===== config.mk =====
export PLATFORM = sky130hd
export DESIGN_NAME = qos_traffic_gen
export DESIGN_NICKNAME = d
export VERILOG_FILES = /design/src/rtl/qos_traffic_gen.sv
export SDC_FILE = /design/constraint.sdc
export NUM_CORES = 1
export LEC_CHECK = 0
export ABC_AREA = 1
export CORE_AREA = 2 2 82 84
export DETAILED_ROUTE_END_ITERATION = 12
export DIE_AREA = 0 0 84 86
export DONT_BUFFER_PORTS = 1
export GPL_ROUTABILITY_DRIVEN = 0
export PLACE_DENSITY = 0.8
export SETUP_SLACK_MARGIN = 0.15
export SYNTH_ARGS = -nofsm -noshare
export SYNTH_HDL_FRONTEND = slang
export SYNTH_SLANG_ARGS = --single-unit

===== constraint.sdc =====
create_clock -name clk -period 2.4 [get_ports clk]
set_input_delay 0.72 -clock clk [delete_from_list [all_inputs] [get_ports clk]]
set_output_delay 0.72 -clock clk [all_outputs]
set_load 0.02 [all_outputs]

===== src/rtl/qos_traffic_gen.sv =====
`timescale 1ns/1ps
// qos_traffic_gen: LFSR traffic source into the Main FIFO plus round-robin drain of the
// destination FIFOs, with per-channel counting and stall detection. QOS_TG_CHECK_EN adds checksums.
module qos_traffic_gen #(
    parameter int unsigned    BW       = 6,
    parameter int unsigned    NCH      = 2,
    parameter int unsigned    CW       = $clog2(NCH),
    parameter int unsigned    CNT_W    = 8,
    parameter logic [BW-1:0]  SEED     = 6'b10_0001,
    parameter logic [BW-1:0]  POLY     = 6'b11_0000,
    parameter int unsigned    WAIT_CYC = 10,
    parameter int unsigned    TO_W     = 6
) (
    input  logic                 clk,
    input  logic                 reset_L,
    input  logic                 start,
    input  logic                 mode,
    input  logic [CNT_W-1:0]     n_words,
    input  logic                 main_full,
    output logic                 main_wr,
    output logic [BW-1:0]        main_data,
    input  logic [NCH-1:0]       dst_empty,
    output logic [NCH-1:0]       dst_rd,
    input  logic [NCH*BW-1:0]    dst_data,
    output logic                 busy,
    output logic                 done,
    output logic                 err_timeout,
    output logic                 err_mismatch,
    output logic [NCH*CNT_W-1:0] rx_count
);

    typedef enum logic [2:0] {S_IDLE, S_FILL, S_WAIT, S_DRAIN, S_STREAM, S_DONE} state_t;

    localparam int unsigned   WC_W    = (WAIT_CYC > 1) ? $clog2(WAIT_CYC) : 1;
    localparam logic [TO_W-1:0] TO_LAST = {{(TO_W-1){1'b1}}, 1'b0};

    state_t              state, state_nx;
    logic [BW-1:0]       lfsr, lfsr_nx;
    logic [CNT_W-1:0]    n_words_q, tx_cnt, rx_total;
    logic [CNT_W-1:0]    rx_cnt [NCH];
    logic [WC_W-1:0]     wait_cnt;
    logic [TO_W-1:0]     to_cnt;
    logic [CW-1:0]       last, rd_sel, rd_idx, cand;
    logic                rd_vld, rd_any, pop, start_ok;
    logic                tx_on, tx_done, rx_on, rx_last, stall_hit, watch;
    logic [CNT_W:0]      rx_sum;
    logic                err_to_q;
    logic [CW-1:0]       tx_cls;

    assign start_ok    = start && (state == S_IDLE || state == S_DONE);
    assign tx_on       = (state == S_FILL || state == S_STREAM) && (tx_cnt < n_words_q);
    assign main_wr     = tx_on && !main_full;
    assign main_data   = lfsr;
    assign tx_cls      = lfsr[BW-1 -: CW];
    assign lfsr_nx     = (lfsr >> 1) ^ (lfsr[0] ? POLY : '0);
    assign tx_done     = (tx_cnt == n_words_q);
    assign rx_on       = (state == S_DRAIN || state == S_STREAM);
    assign watch       = (state == S_FILL) || rx_on;
    // Completion counts the capture landing on this edge, so done follows it by one cycle.
    assign rx_sum      = {1'b0, rx_total} + {{CNT_W{1'b0}}, rd_vld};
    assign rx_last     = (rx_sum == {1'b0, n_words_q});
    assign stall_hit   = watch && !main_wr && !pop && (to_cnt == TO_LAST);
    assign busy        = !(state == S_IDLE || state == S_DONE);
    assign done        = (state == S_DONE);
    assign err_timeout = err_to_q;

    always_comb begin
        rd_any = 1'b0;
        rd_sel = last;
        cand   = '0;
        for (int unsigned k = 1; k <= NCH; k++) begin
            cand = last + CW'(k);
            if (!rd_any && !dst_empty[cand]) begin
                rd_any = 1'b1;
                rd_sel = cand;
            end
        end
        pop    = rx_on && rd_any;
        dst_rd = '0;
        if (pop) dst_rd[rd_sel] = 1'b1;
    end

    always_comb begin
        state_nx = state;
        case (state)
            S_IDLE, S_DONE: begin
                if (start) begin
                    if (n_words == '0) state_nx = S_DONE;
                    else if (mode)     state_nx = S_STREAM;
                    else               state_nx = S_FILL;
                end
            end
            S_FILL: begin
                if (stall_hit)                                       state_nx = S_DONE;
                else if (main_wr && (tx_cnt + CNT_W'(1) == n_words_q)) state_nx = S_WAIT;
            end
            S_WAIT: begin
                if (wait_cnt == WC_W'(WAIT_CYC - 1)) state_nx = S_DRAIN;
            end
            S_DRAIN, S_STREAM: begin
                if (stall_hit || (tx_done && rx_last)) state_nx = S_DONE;
            end
            default: state_nx = S_IDLE;
        endcase
    end

    always_ff @(posedge clk or negedge reset_L) begin
        if (!reset_L) state <= S_IDLE;
        else          state <= state_nx;
    end

    always_ff @(posedge clk or negedge reset_L) begin
        if (!reset_L) begin
            lfsr      <= SEED;
            n_words_q <= '0;
            tx_cnt    <= '0;
            rx_total  <= '0;
            wait_cnt  <= '0;
            to_cnt    <= '0;
            last      <= '0;
            rd_idx    <= '0;
            rd_vld    <= 1'b0;
            err_to_q  <= 1'b0;
            for (int unsigned i = 0; i < NCH; i++) rx_cnt[i] <= '0;
        end else if (start_ok) begin
            lfsr      <= SEED;
            n_words_q <= n_words;
            tx_cnt    <= '0;
            rx_total  <= '0;
            wait_cnt  <= '0;
            to_cnt    <= '0;
            last      <= '0;
            rd_idx    <= '0;
            rd_vld    <= 1'b0;
            err_to_q  <= 1'b0;
            for (int unsigned i = 0; i < NCH; i++) rx_cnt[i] <= '0;
        end else begin
            if (main_wr) begin
                lfsr   <= lfsr_nx;
                tx_cnt <= tx_cnt + CNT_W'(1);
            end
            if (pop) last <= rd_sel;
            rd_vld <= pop;
            rd_idx <= rd_sel;
            if (rd_vld) begin
                rx_cnt[rd_idx] <= rx_cnt[rd_idx] + CNT_W'(1);
                rx_total       <= rx_total + CNT_W'(1);
            end
            if (main_wr || pop) to_cnt <= '0;
            else if (watch)     to_cnt <= to_cnt + TO_W'(1);
            if (stall_hit) err_to_q <= 1'b1;
            if (state == S_WAIT) wait_cnt <= wait_cnt + WC_W'(1);
            else                 wait_cnt <= '0;
        end
    end

    always_comb begin
        rx_count = '0;
        for (int unsigned i = 0; i < NCH; i++) rx_count[i*CNT_W +: CNT_W] = rx_cnt[i];
    end

`ifdef QOS_TG_CHECK_EN
    logic [CNT_W-1:0] tx_cnt_c [NCH];
    logic [BW-1:0]    tx_xor   [NCH];
    logic [BW-1:0]    rx_xor   [NCH];
    logic [BW-1:0]    rx_word;
    logic [CNT_W-1:0] cnt_nx;
    logic [BW-1:0]    xor_nx;
    logic             hit, mis_nx, err_mis_q;

    assign rx_word      = dst_data[rd_idx*BW +: BW];
    assign err_mismatch = err_mis_q;

    // Compare against post-capture values so the final word is included at DONE entry.
    always_comb begin
        mis_nx = 1'b0;
        hit    = 1'b0;
        cnt_nx = '0;
        xor_nx = '0;
        for (int unsigned i = 0; i < NCH; i++) begin
            hit    = rd_vld && (rd_idx == CW'(i));
            cnt_nx = rx_cnt[i] + {{(CNT_W-1){1'b0}}, hit};
            xor_nx = rx_xor[i] ^ (hit ? rx_word : '0);
            if (cnt_nx != tx_cnt_c[i] || xor_nx != tx_xor[i]) mis_nx = 1'b1;
        end
    end

    always_ff @(posedge clk or negedge reset_L) begin
        if (!reset_L) begin
            err_mis_q <= 1'b0;
            for (int unsigned i = 0; i < NCH; i++) begin
                tx_cnt_c[i] <= '0;
                tx_xor[i]   <= '0;
                rx_xor[i]   <= '0;
            end
        end else if (start_ok) begin
            err_mis_q <= 1'b0;
            for (int unsigned i = 0; i < NCH; i++) begin
                tx_cnt_c[i] <= '0;
                tx_xor[i]   <= '0;
                rx_xor[i]   <= '0;
            end
        end else begin
            if (main_wr) begin
                tx_cnt_c[tx_cls] <= tx_cnt_c[tx_cls] + CNT_W'(1);
                tx_xor[tx_cls]   <= tx_xor[tx_cls] ^ lfsr;
            end
            if (rd_vld) rx_xor[rd_idx] <= rx_xor[rd_idx] ^ rx_word;
            if (state_nx == S_DONE && state != S_DONE) err_mis_q <= mis_nx;
        end
    end
`else
    logic unused_data;
    assign unused_data  = ^{dst_data, tx_cls};
    assign err_mismatch = 1'b0;
`endif

endmodule

==> results.toml <==
[status]
outcome = "finished with violations"
violations = "setup timing"

[critical_path]
start_kind = "register"
cp-endpoint = "main_wr"
cp_slowest_cell = "dfrtp_1"
cp.arrival_ns = 1.73
path_cells = "inv_2 -> ha_4 -> nand2_2 -> nand2_1 -> nand2_1 -> nand2_2 -> nor2_4 -> buf_6 -> nand2_4 -> inv_4"
r2r_end = "state[1]"
cpLargestDelayFamily = "simple AND/OR/NAND/NOR gates"
cp.depth = 10
worstSetupStartpoint = "n_words_q[5]"
crit_path_max_incr_delay_ns = 0.40
worst-r2r-setup-slack_ns = -0.03
r2r_cells = 20
path_class = "register to output pin"
critPathRequiredTime_ns = 1.68
worstPathMaxFanout = 2
cp-end-kind = "output pin"
r2r_start = "n_words_q[5]"
crit_buf_inv = 3

[synthesis]
synth.area.top_cells = "dfrtp_1 (40%), nand2_1 (13%), inv_1 (7.3%)"
synth-seq-cells = 63
synth_area_sq_um = 3770
synth_edf_count = 0
async_reset_ff_frac = 1.00
syn-num-nets = 540
synthDistinctLibCells = 40
synth_flop_cell = "dfrtp_1"
synth_area_leader_cell = "dfrtp_1"
yosysSeqAreaShare = 0.419
synthCells = 496
avgSynthCellArea_sq_um = 7.60
ys_warn_count = 0
synth_top_area_share = 0.405

[hold_path]
holdCritPathClass = "input port to async pin"

[power_and_ir_drop]
leakagePower_nw = 2.19
ir_worst_vdd_mv = 0.830
pwr_density_cell_nw_per_um2 = 1330

[floorplanning]
num_rows = 29
die_y_microns = 86
die_area_sq_um = 7220
start_util = 0.601
pin_count = 56
die_width_microns = 84
core_sq_um = 6280

[finish]
finalNonFillerCells = 612
diodes = 0
drive_above_1_share = 0.176
n_fill_cell = 454
nNetsFinal = 574
syn_to_final_growth_pct = 17.7

[run]
maxCapViolations = 0

[sta]
setup_tns_ns = -0.120
setup_ws_ns = -0.0531
period_minus_slack_ns = 2.45
fin_crit_sh = 1.02
fmax_ghz = 0.408
rsz0062_at_grt = "yes"
hold_viol = 0
skew_ns = 0.00861
slew_viol_final = 0
setup_viol = 4

[detailed_routing]
ant_nets = 0
drt_iter0_drc = 277
avgViaCountPerCell = 5.78
route.detailed.drc = 0
wl_per_cell_microns = 15.9
drtPass1Iterations = 7
drt_wl_total_mm = 9.71
vias = 3539

[global_route]
antenna_found_initial = 0
grt_overflow_total = 0
first_global_vias = 3405
grt_pass1_wl_mm = 15.3
grt_max_degree = 64
track_usage = 0.269

[clocking]
cts_tree = "done"
cts_root_buffer = "clkbuf_8"
clk_latency_ns = 0.35
h-tree-depth = 3
cts_buffers = 9
clk_pin_slew_ns = 0.07
clk_path_buf_depth = 2
clock_sinks = 63

[place]
place.detailed.hpwl_mm = 6.04
dp.cells = 570
io_buffers = 0
[repair_timing]
item | CTS | global route
resized for setup | 19 | 21
hold buffers | 0 | 0
hold endpoints to repair | 0 | 0
endpoints found under the setup margin | 3 | 7
setup buffers | 16 | 10
pin swaps | 5 | 13
[cell usage in the layout (no fill, tap or decap), drive strengths merged]
| master | n |
|---|---|
| ha | 17 |
| dfstp | 2 |
| inv | 81 |
| nand3 | 34 |
| buf | 31 |
| mux2i | 1 |
| xor2 | 9 |
| o21bai | 2 |
| dfrtp | 61 |
| a21oi | 17 |
| bufinv | 2 |
| nor3b | 2 |
| xnor2 | 7 |
| nand2 | 131 |
| nor2 | 43 |
| and3 | 1 |
| o21ai | 39 |
| nand3b | 2 |
| or2 | 1 |
| o22ai | 16 |
| a22oi | 4 |
| nor3 | 5 |
| a211oi | 1 |
| conb | 1 |
| o21a | 1 |
| o32ai | 1 |
| nand4 | 9 |
| clkbuf | 14 |
[flip-flops by register name, indices dropped and copies added, names as in the netlist]
name / flops
err_timeout: 1
last: 1
main_data: 6
n_words_q: 8
rd_idx: 1
rd_vld: 1
rx_count: 16
rx_total: 8
state: 3
to_cnt: 6
tx_cnt: 8
wait_cnt: 4
[synth_stat cells (2+ instances only)]
library cell  count
dfstp_2           2
nor3b_1           2
buf_4             2
nand3b_1          2
nor3_1            4
a21oi_1          15
buf_6             2
xor2_1            9
inv_2             8
nand2_1         126
a22oi_1           4
ha_1             17
nor2_1           39
inv_1            73
o22ai_1          16
nor2_2            3
nand4_1           9
buf_2             3
o21ai_1           9
nand2_2           4
o21bai_1          2
xnor2_1           7
dfrtp_1          61
nand3_1          33
o21ai_0          29
[power breakdown]
| part | switching (mW) | internal [mW] |
|---|---|---|
| clock | 0.424 | 0.699 |
| combinational | 1.73 | 1.13 |
| sequential | 0.512 | 1.39 |
[through the flow]
step / power (mW) / util / worst slack (ns) / hold WS (ns) / instance area (sq um)
CTS: 5.49 / 0.681 / 0.0865 / 0.0478 / 4280
finish: 5.88 / 0.707 / -0.0531 / 0.0615 / 4440
detailed placement: 4.10 / 0.613 / 0.272 / 0.425 / 3850
floorplan: 3.60 / - / 0.269 / 0.424 / 3770
global placement: 4.01 / 0.613 / 0.281 / 0.425 / 3850
global route: 6.29 / 0.707 / -0.153 / 0.0393 / 4440
[worst min-delay path by stage]
| stage | end | depth (start not counted) | from |
|---|---|---|---|
| global placement | rx_count[11] | 0 | reset_L |
| finish | tx_cnt[2] | 0 | reset_L |
| detailed placement | rx_count[11] | 0 | reset_L |
| CTS | rx_total[3] | 0 | reset_L |
| global route | tx_cnt[2] | 0 | reset_L |
| floorplan | err_timeout | 0 | reset_L |
[cells by family (layout without fill, tap and decap cells)]
group | count (synthesis) | in the layout | share of synthesized area
flip-flops | 63 | 63 | 0.419
AO/OA/AOI/OAI | 81 | 81 | 0.124
XOR/XNOR | 16 | 16 | 0.0372
multiplexers | 1 | 1 | 0.00266
other | 1 | 1 | 0.000995
adder cells (fa/ha/maj) | 17 | 17 | 0.0564
AND/OR/NAND/NOR | 228 | 228 | 0.264
buffers and inverters | 89 | 128 | 0.0956
[per-layer routing]
metal / part of all wire / track usage / wire (microns) / vias to the layer above
met3: 0.075 / 0.0664 / 725 / 39
met2: 0.50 / 0.455 / 4830 / 153
li1: - / - / - / 1675
met5: 0 / 0 / 0 / -
met4: 0.036 / 0.139 / 345 / 0
met1: 0.39 / 0.322 / 3810 / 1672
[worst reg2reg max path, stage by stage, from the launching register on]
cell and delay [ns]:
dfrtp_1 0.40, inv_2 0.10, ha_4 0.22, nand2_2 0.05
nand2_1 0.05, nand2_1 0.09, nand2_2 0.07, nor2_4 0.13
buf_6 0.11, buf_6 0.08, buf_6 0.08, buf_6 0.08
buf_6 0.08, buf_6 0.08, nand3_2 0.07, nor2_1 0.10
nand3_1 0.13, nand2_2 0.12, nand3_2 0.11, nand2_1 0.10
nand2_1 0.06
[layout make-up]
type                       instances  area (sq um)  area share
multi-input combinational        344          1950       0.439
timing repair buffer              31           259      0.0584
tap                               77          96.3      0.0217
clock inverter                     2          60.1      0.0135
clock buffer                      14           183      0.0412
inverter                          81           307      0.0691
sequential                        63          1580       0.357
(Power assumes the default switching activity.)
==> variant 1: new RTL, same settings <==
The 6 states of `state_t` get a Gray code encoding in 3 bits.
--- a/src/rtl/qos_traffic_gen.sv
+++ b/src/rtl/qos_traffic_gen.sv
@@ -31,3 +31,3 @@
 
-    typedef enum logic [2:0] {S_IDLE, S_FILL, S_WAIT, S_DRAIN, S_STREAM, S_DONE} state_t;
+    typedef enum logic [2:0] {S_IDLE = 3'b000, S_FILL = 3'b001, S_WAIT = 3'b011, S_DRAIN = 3'b010, S_STREAM = 3'b110, S_DONE = 3'b111} state_t;
 
Behaviour: no difference found for any inputs over 4 cycles, from zero or initial values and one cycle with reset_L low; so few cycles prove little.
==> variant 1 against the unedited design <==
- area after synthesis up 1.1%
- worst hold slack got worse by 0.0021 ns
- design area fell by 2.8%
- sequential cell count is the same
- wire length is 12% lower
- worst setup slack gained 0.16 ns
- combinational power down 10%
- via count fell by 4.4%
- power shrank 9.0%
- critical path type unchanged
- largest cell class unchanged
- largest power group unchanged
- highest routed layer unchanged
==> variant 1: results (changes against the unedited design) <==
* Status: complete, no violations
* Vias at 3385 (-4.4%)
* Placed cell area at 0.00392 sq mm (+1.8%)
* Hold WC Path Type: input port to asynchronous set/reset pin
* Antenna diodes at 0 (unchanged)
* First-pass GRT wire length at 14100 microns (-7.8%)
* NumNets Final at 579 (+0.87%)
* Slew headroom at approximately 64%
* Max clock buf depth at 2 (unchanged)
* Num CTS Buffers at 9 (unchanged)
* Average wire per standard cell at 13.9 microns (-13%)
* R2R setup slack at 0.33 ns (+0.36 ns)
* Clock latency on the worst-skew pair at 0.35 ns (about the same)
* CP max FO at 2 (unchanged)
* Lkg Pwr at 2.16 nW (-1.5%)
* Max reg flops at 16 (unchanged)
* Maximum VDD drop at 0.000929 V (+12%)
* Initial antenna violation count at 0 (unchanged)
* Port bufs at 0 (unchanged)
* Vias in the first global route at 3255 (-4.4%)
* Layout cells sized above 1 at 16.5% (-1.1 points)
* Asr flop ratio synth at 100% (unchanged)
* Worst setup startpoint: n_words_q[6]
* Crit-path slowest cell: dfrtp_1
* Root Buffer: clkbuf_8
* Drt pass-1 iters at 5 (-2)
* CTS clk-pin slew, worst paths at 0.08 ns
* Htree depth at 3 (unchanged)
* Post-Syn Nets at 552 (+2.2%)
* Filler cell count at 509 (+12%)
* Most used DFF post-synth: dfrtp_1
* DR iter-0 viols at 166 (-40%)
* Psw at 0.00250 W (-6.2%)
* Layout Skew at 0.0129 ns (+0.00430 ns)
* Worst R2R End: state[2]
* All-Layer GR Usage at 24.5% (-2.4 points)
* Yosys warnings at 0 (unchanged)
* Reg2reg path depth at 14 (-30%)
* Synth area leaders: dfrtp_1, nand2_1, inv_1
* Largest net degree at the start of global routing at 64 (unchanged)
* Crit path max-delay family: flip-flops
* Worst stage delay on the critical path at 0.40 ns (about the same)
* Worst endpoint data arrival time at 1.57 ns (-0.16 ns)
* Hpwl dp at 6070 microns (+0.40%)
* Sequential fraction of the synthesis area at 41.4% (-0.44 points)
* Yosys cell types at 39 (-2.5%)
* Worst R2R Start: tx_cnt[0]
* Post-synth top cells: nand2_1, inv_1, dfrtp_1
## variant 1: logic make-up (layout without fill, tap and decap cells)
group / after synthesis / count (layout) / share of synthesized area [%]
AOI/OAI and AO/OA: 76 / 76 / 12.0
xor gates and xnor gates: 16 / 16 / 3.68
adders and majority gates: 17 / 17 / 5.58
buffers and inverters: 95 / 127 / 10.0
DFF: 63 / 63 / 41.4
other: 1 / 1 / 0.0984
and+or+nand+nor: 240 / 240 / 27.2
## variant 1: final cells by class
| type | instances | area [sq um] | area share [%] |
|---|---|---|---|
| tap | 77 | 96.3 | 2.24 |
| multi-input combinational | 350 | 1940 | 45.0 |
| clock inverter | 6 | 61.3 | 1.42 |
| timing repair buffer | 23 | 173 | 4.01 |
| sequential | 63 | 1580 | 36.7 |
| clock buffer | 10 | 128 | 2.96 |
| inverter | 88 | 333 | 7.72 |
## variant 1: what timing repair did
item	4_1_cts	5_1_grt
endpoints found under the setup margin	1	4
hold buffers	0	0
gates resized for setup	10	14
pin swaps	8	6
setup buffers	10	5
## variant 1: worst max path at each step
stage | cells past startpoint | slack [ns] | endpoint
3_5_place_dp | 15 | 0.30 | state[0]
5_1_grt | 9 | 0.05 | main_wr
4_1_cts | 9 | 0.06 | main_wr
2_1_floorplan | 10 | 0.24 | main_wr
6_report | 9 | 0.11 | main_wr
3_3_place_gp | 9 | 0.32 | main_wr
## variant 1: power by group through the flow
stage / registers, W / logic (W) / clock network (W)
after global placement: 0.00191 / 0.00209 / 0
final: 0.00189 / 0.00256 / 0.000901
after global routing: 0.00193 / 0.00288 / 0.000953
after detailed placement: 0.00192 / 0.00218 / 0
after CTS: 0.00189 / 0.00239 / 0.000911
after floorplan: 0.00183 / 0.00175 / 0
## variant 1: routing by layer
metal / track usage [%] / routed length [microns] / share of wire, %
met1: 31.6 / 3870 / 45
met4: 10.7 / 155 / 1.8
met5: 0 / 0 / 0
met2: 40.9 / 4100 / 48
met3: 4.23 / 440 / 5.1
## variant 1: metrics by stage
stage	util, %	worst slack [ns]	hold WS, ns	std cells
after floorplan	-	0.236	0.424	508
after global placement	62.4	0.318	0.425	586
after detailed placement	62.4	0.302	0.425	586
after CTS	67.3	0.0584	0.0469	612
after global routing	68.7	0.0530	0.0464	617
final	68.7	0.107	0.0595	617
==> variant 2: new RTL, same settings <==
Made on the original files. Set the parameter `WAIT_CYC` to 5 (it was 10).
--- a/src/rtl/qos_traffic_gen.sv
+++ b/src/rtl/qos_traffic_gen.sv
@@ -10,3 +10,3 @@
     parameter logic [BW-1:0]  POLY     = 6'b11_0000,
-    parameter int unsigned    WAIT_CYC = 10,
+    parameter int unsigned    WAIT_CYC = 5,
     parameter int unsigned    TO_W     = 6
Formal check against the unedited RTL: not equivalent (a bounded check fails within 10 cycles, from zero or initial values and one cycle with reset_L low).
==> variant 2 against the unedited design <==
- sequential share of layout area increased by 0.28 points
- worst setup slack better by 0.13 ns
- largest cell class unchanged
- design area is 2.1% lower
- power is 13% lower
- worst hold slack worse by 0.011 ns
- via count decreased by 3.1%
- highest routed layer unchanged
- sequential cell count decreased by 1
- global-route usage shrank 1.6 points
- area after synthesis down 1.3%
- wire length is 11% lower
==> variant 2: results (changes against the unedited design) <==
* Total wire length at 8640 microns (-11%)
* CP max FO at 5 (+3)
* Drt pass-1 iters at 5 (-2)
* Layout cells sized above 1 at 16.8% (-0.81 points)
* Hpwl dp at 5740 microns (-5.0%)
* Port bufs at 0 (unchanged)
* Hold_ws at 0.0501 ns (-0.0114 ns)
* Vias in the first global route at 3272 (-3.9%)
* First-pass GRT wire length at 14500 microns (-5.3%)
* Maximum VDD drop at 0.000769 V (-7.4%)
* Status: complete, no violations
* Layout Skew at 0.0113 ns (+0.00272 ns)
* Htree depth at 3 (unchanged)
* Synth area leaders: dfrtp_1, nand2_1, inv_1
* Lkg Pwr at 2.13 nW (-2.6%)
* All-Layer GR Usage at 25.3% (-1.6 points)
* Final WS setup at 0.0754 ns (+0.129 ns)
* Hold WC Path Type: input port to asynchronous set/reset pin
* NumNets Final at 588 (+2.4%)
* Antenna diodes at 0 (unchanged)
* Yosys warnings at 0 (unchanged)
* Worst endpoint data arrival time at 1.60 ns (-0.13 ns)
* R2R setup slack at 0.25 ns (+0.28 ns)
* Largest net degree at the start of global routing at 63 (-1.6%)
* Yosys cell types at 32 (-20%)
* Post-Syn Nets at 557 (+3.1%)
* Vias at 3431 (-3.1%)
* Sequential fraction of the synthesis area at 41.8% (-0.12 points)
* Post-synth top cells: nand2_1, inv_1, dfrtp_1
* Filler cell count at 476 (+4.8%)
* DR iter-0 viols at 153 (-45%)
* Post-placement setup slack at 0.195 ns (-0.0771 ns)
* Max reg flops at 16 (unchanged)
* CTS clk-pin slew, worst paths at 0.08 ns
==> variant 2: changes by cell type in the layout (fill, tap and decap cells not counted), moves of 6 or more <==
cell,unedited run,this run
o21ai_0,28,34
buf_6,7,1
nand4_1,9,2
nand2_1,119,148
==> variant 2: logic make-up (layout without fill, tap and decap cells) <==
family / after synthesis / count (layout) / synth area share (%)
flops: 62 / 62 / 41.8
fa+ha+maj: 17 / 17 / 5.72
other cells: 1 / 1 / 0.101
simple gates: 257 / 257 / 28.9
xor+xnor: 14 / 14 / 3.30
buf+inv: 90 / 126 / 9.41
compound gates: 72 / 72 / 10.9
==> variant 2: layout make-up <==
class,count,share of cell area [%]
repair buffers,27,4.76
inverters,83,7.35
clock inverters,7,2.36
well taps,77,2.22
clock buffers,9,2.85
multi-input cells,361,44.5
flip-flops and latches,62,36.0
==> variant 2: per-stage QoR <==
stage / instances / instance area, sq um / util [%]
floorplan: 513 / 3720 / -
global placement: 585 / 3790 / 60.4
detailed placement: 585 / 3790 / 60.4
CTS: 616 / 4230 / 67.4
global route: 626 / 4340 / 69.2
finish: 626 / 4340 / 69.2
==> variant 2: worst max-delay path, stage by stage (launching register included) <==
cell and delay, ns:
dfrtp_2 0.44, ha_4 0.26, nand2_2 0.07, nand2_1 0.07, inv_1 0.05, nand2_1 0.05, nor2_2 0.12, nand2_2 0.09
clkinv_4 0.09
==> variant 2: path summary, 6_finish.rpt <==
check / start / to / cells past startpoint
setup / recovery: tx_cnt[7] / main_wr / 8
hold / removal: reset_L / tx_cnt[4] / 0
setup reg to reg: tx_cnt[7] / state[2] / 17
hold reg to reg: wait_cnt[0] / wait_cnt[0] / 1
max in group asynchronous: reset_L / main_data[0] / 0
min in group clk: wait_cnt[0] / wait_cnt[0] / 1
==> variant 2: timing repair <==
action | in CTS | in global routing
gates resized for setup | 26 | 18
buffers inserted | 15 | 10
setup endpoints to repair | 3 | 6
hold buffers | 0 | 0
cloned | 0 | 0
pin swaps | 11 | 8
==> variant 2: routing by layer <==
layer | GRT usage, % | up-vias | share of wire (%)
li1 | - | 1690 | -
met4 | 11.4 | 0 | 3.2
met5 | 0 | - | 0
met2 | 42.8 | 107 | 49
met3 | 6.45 | 21 | 5.9
met1 | 30.7 | 1613 | 42
==> variant 2: power breakdown <==
part	switching, W	leakage (nW)	internal (W)
registers	0.000400	0.818	0.00132
clock network	0.000478	0.111	0.000599
logic	0.00144	1.20	0.000877
total	0.00232	2.13	0.00280
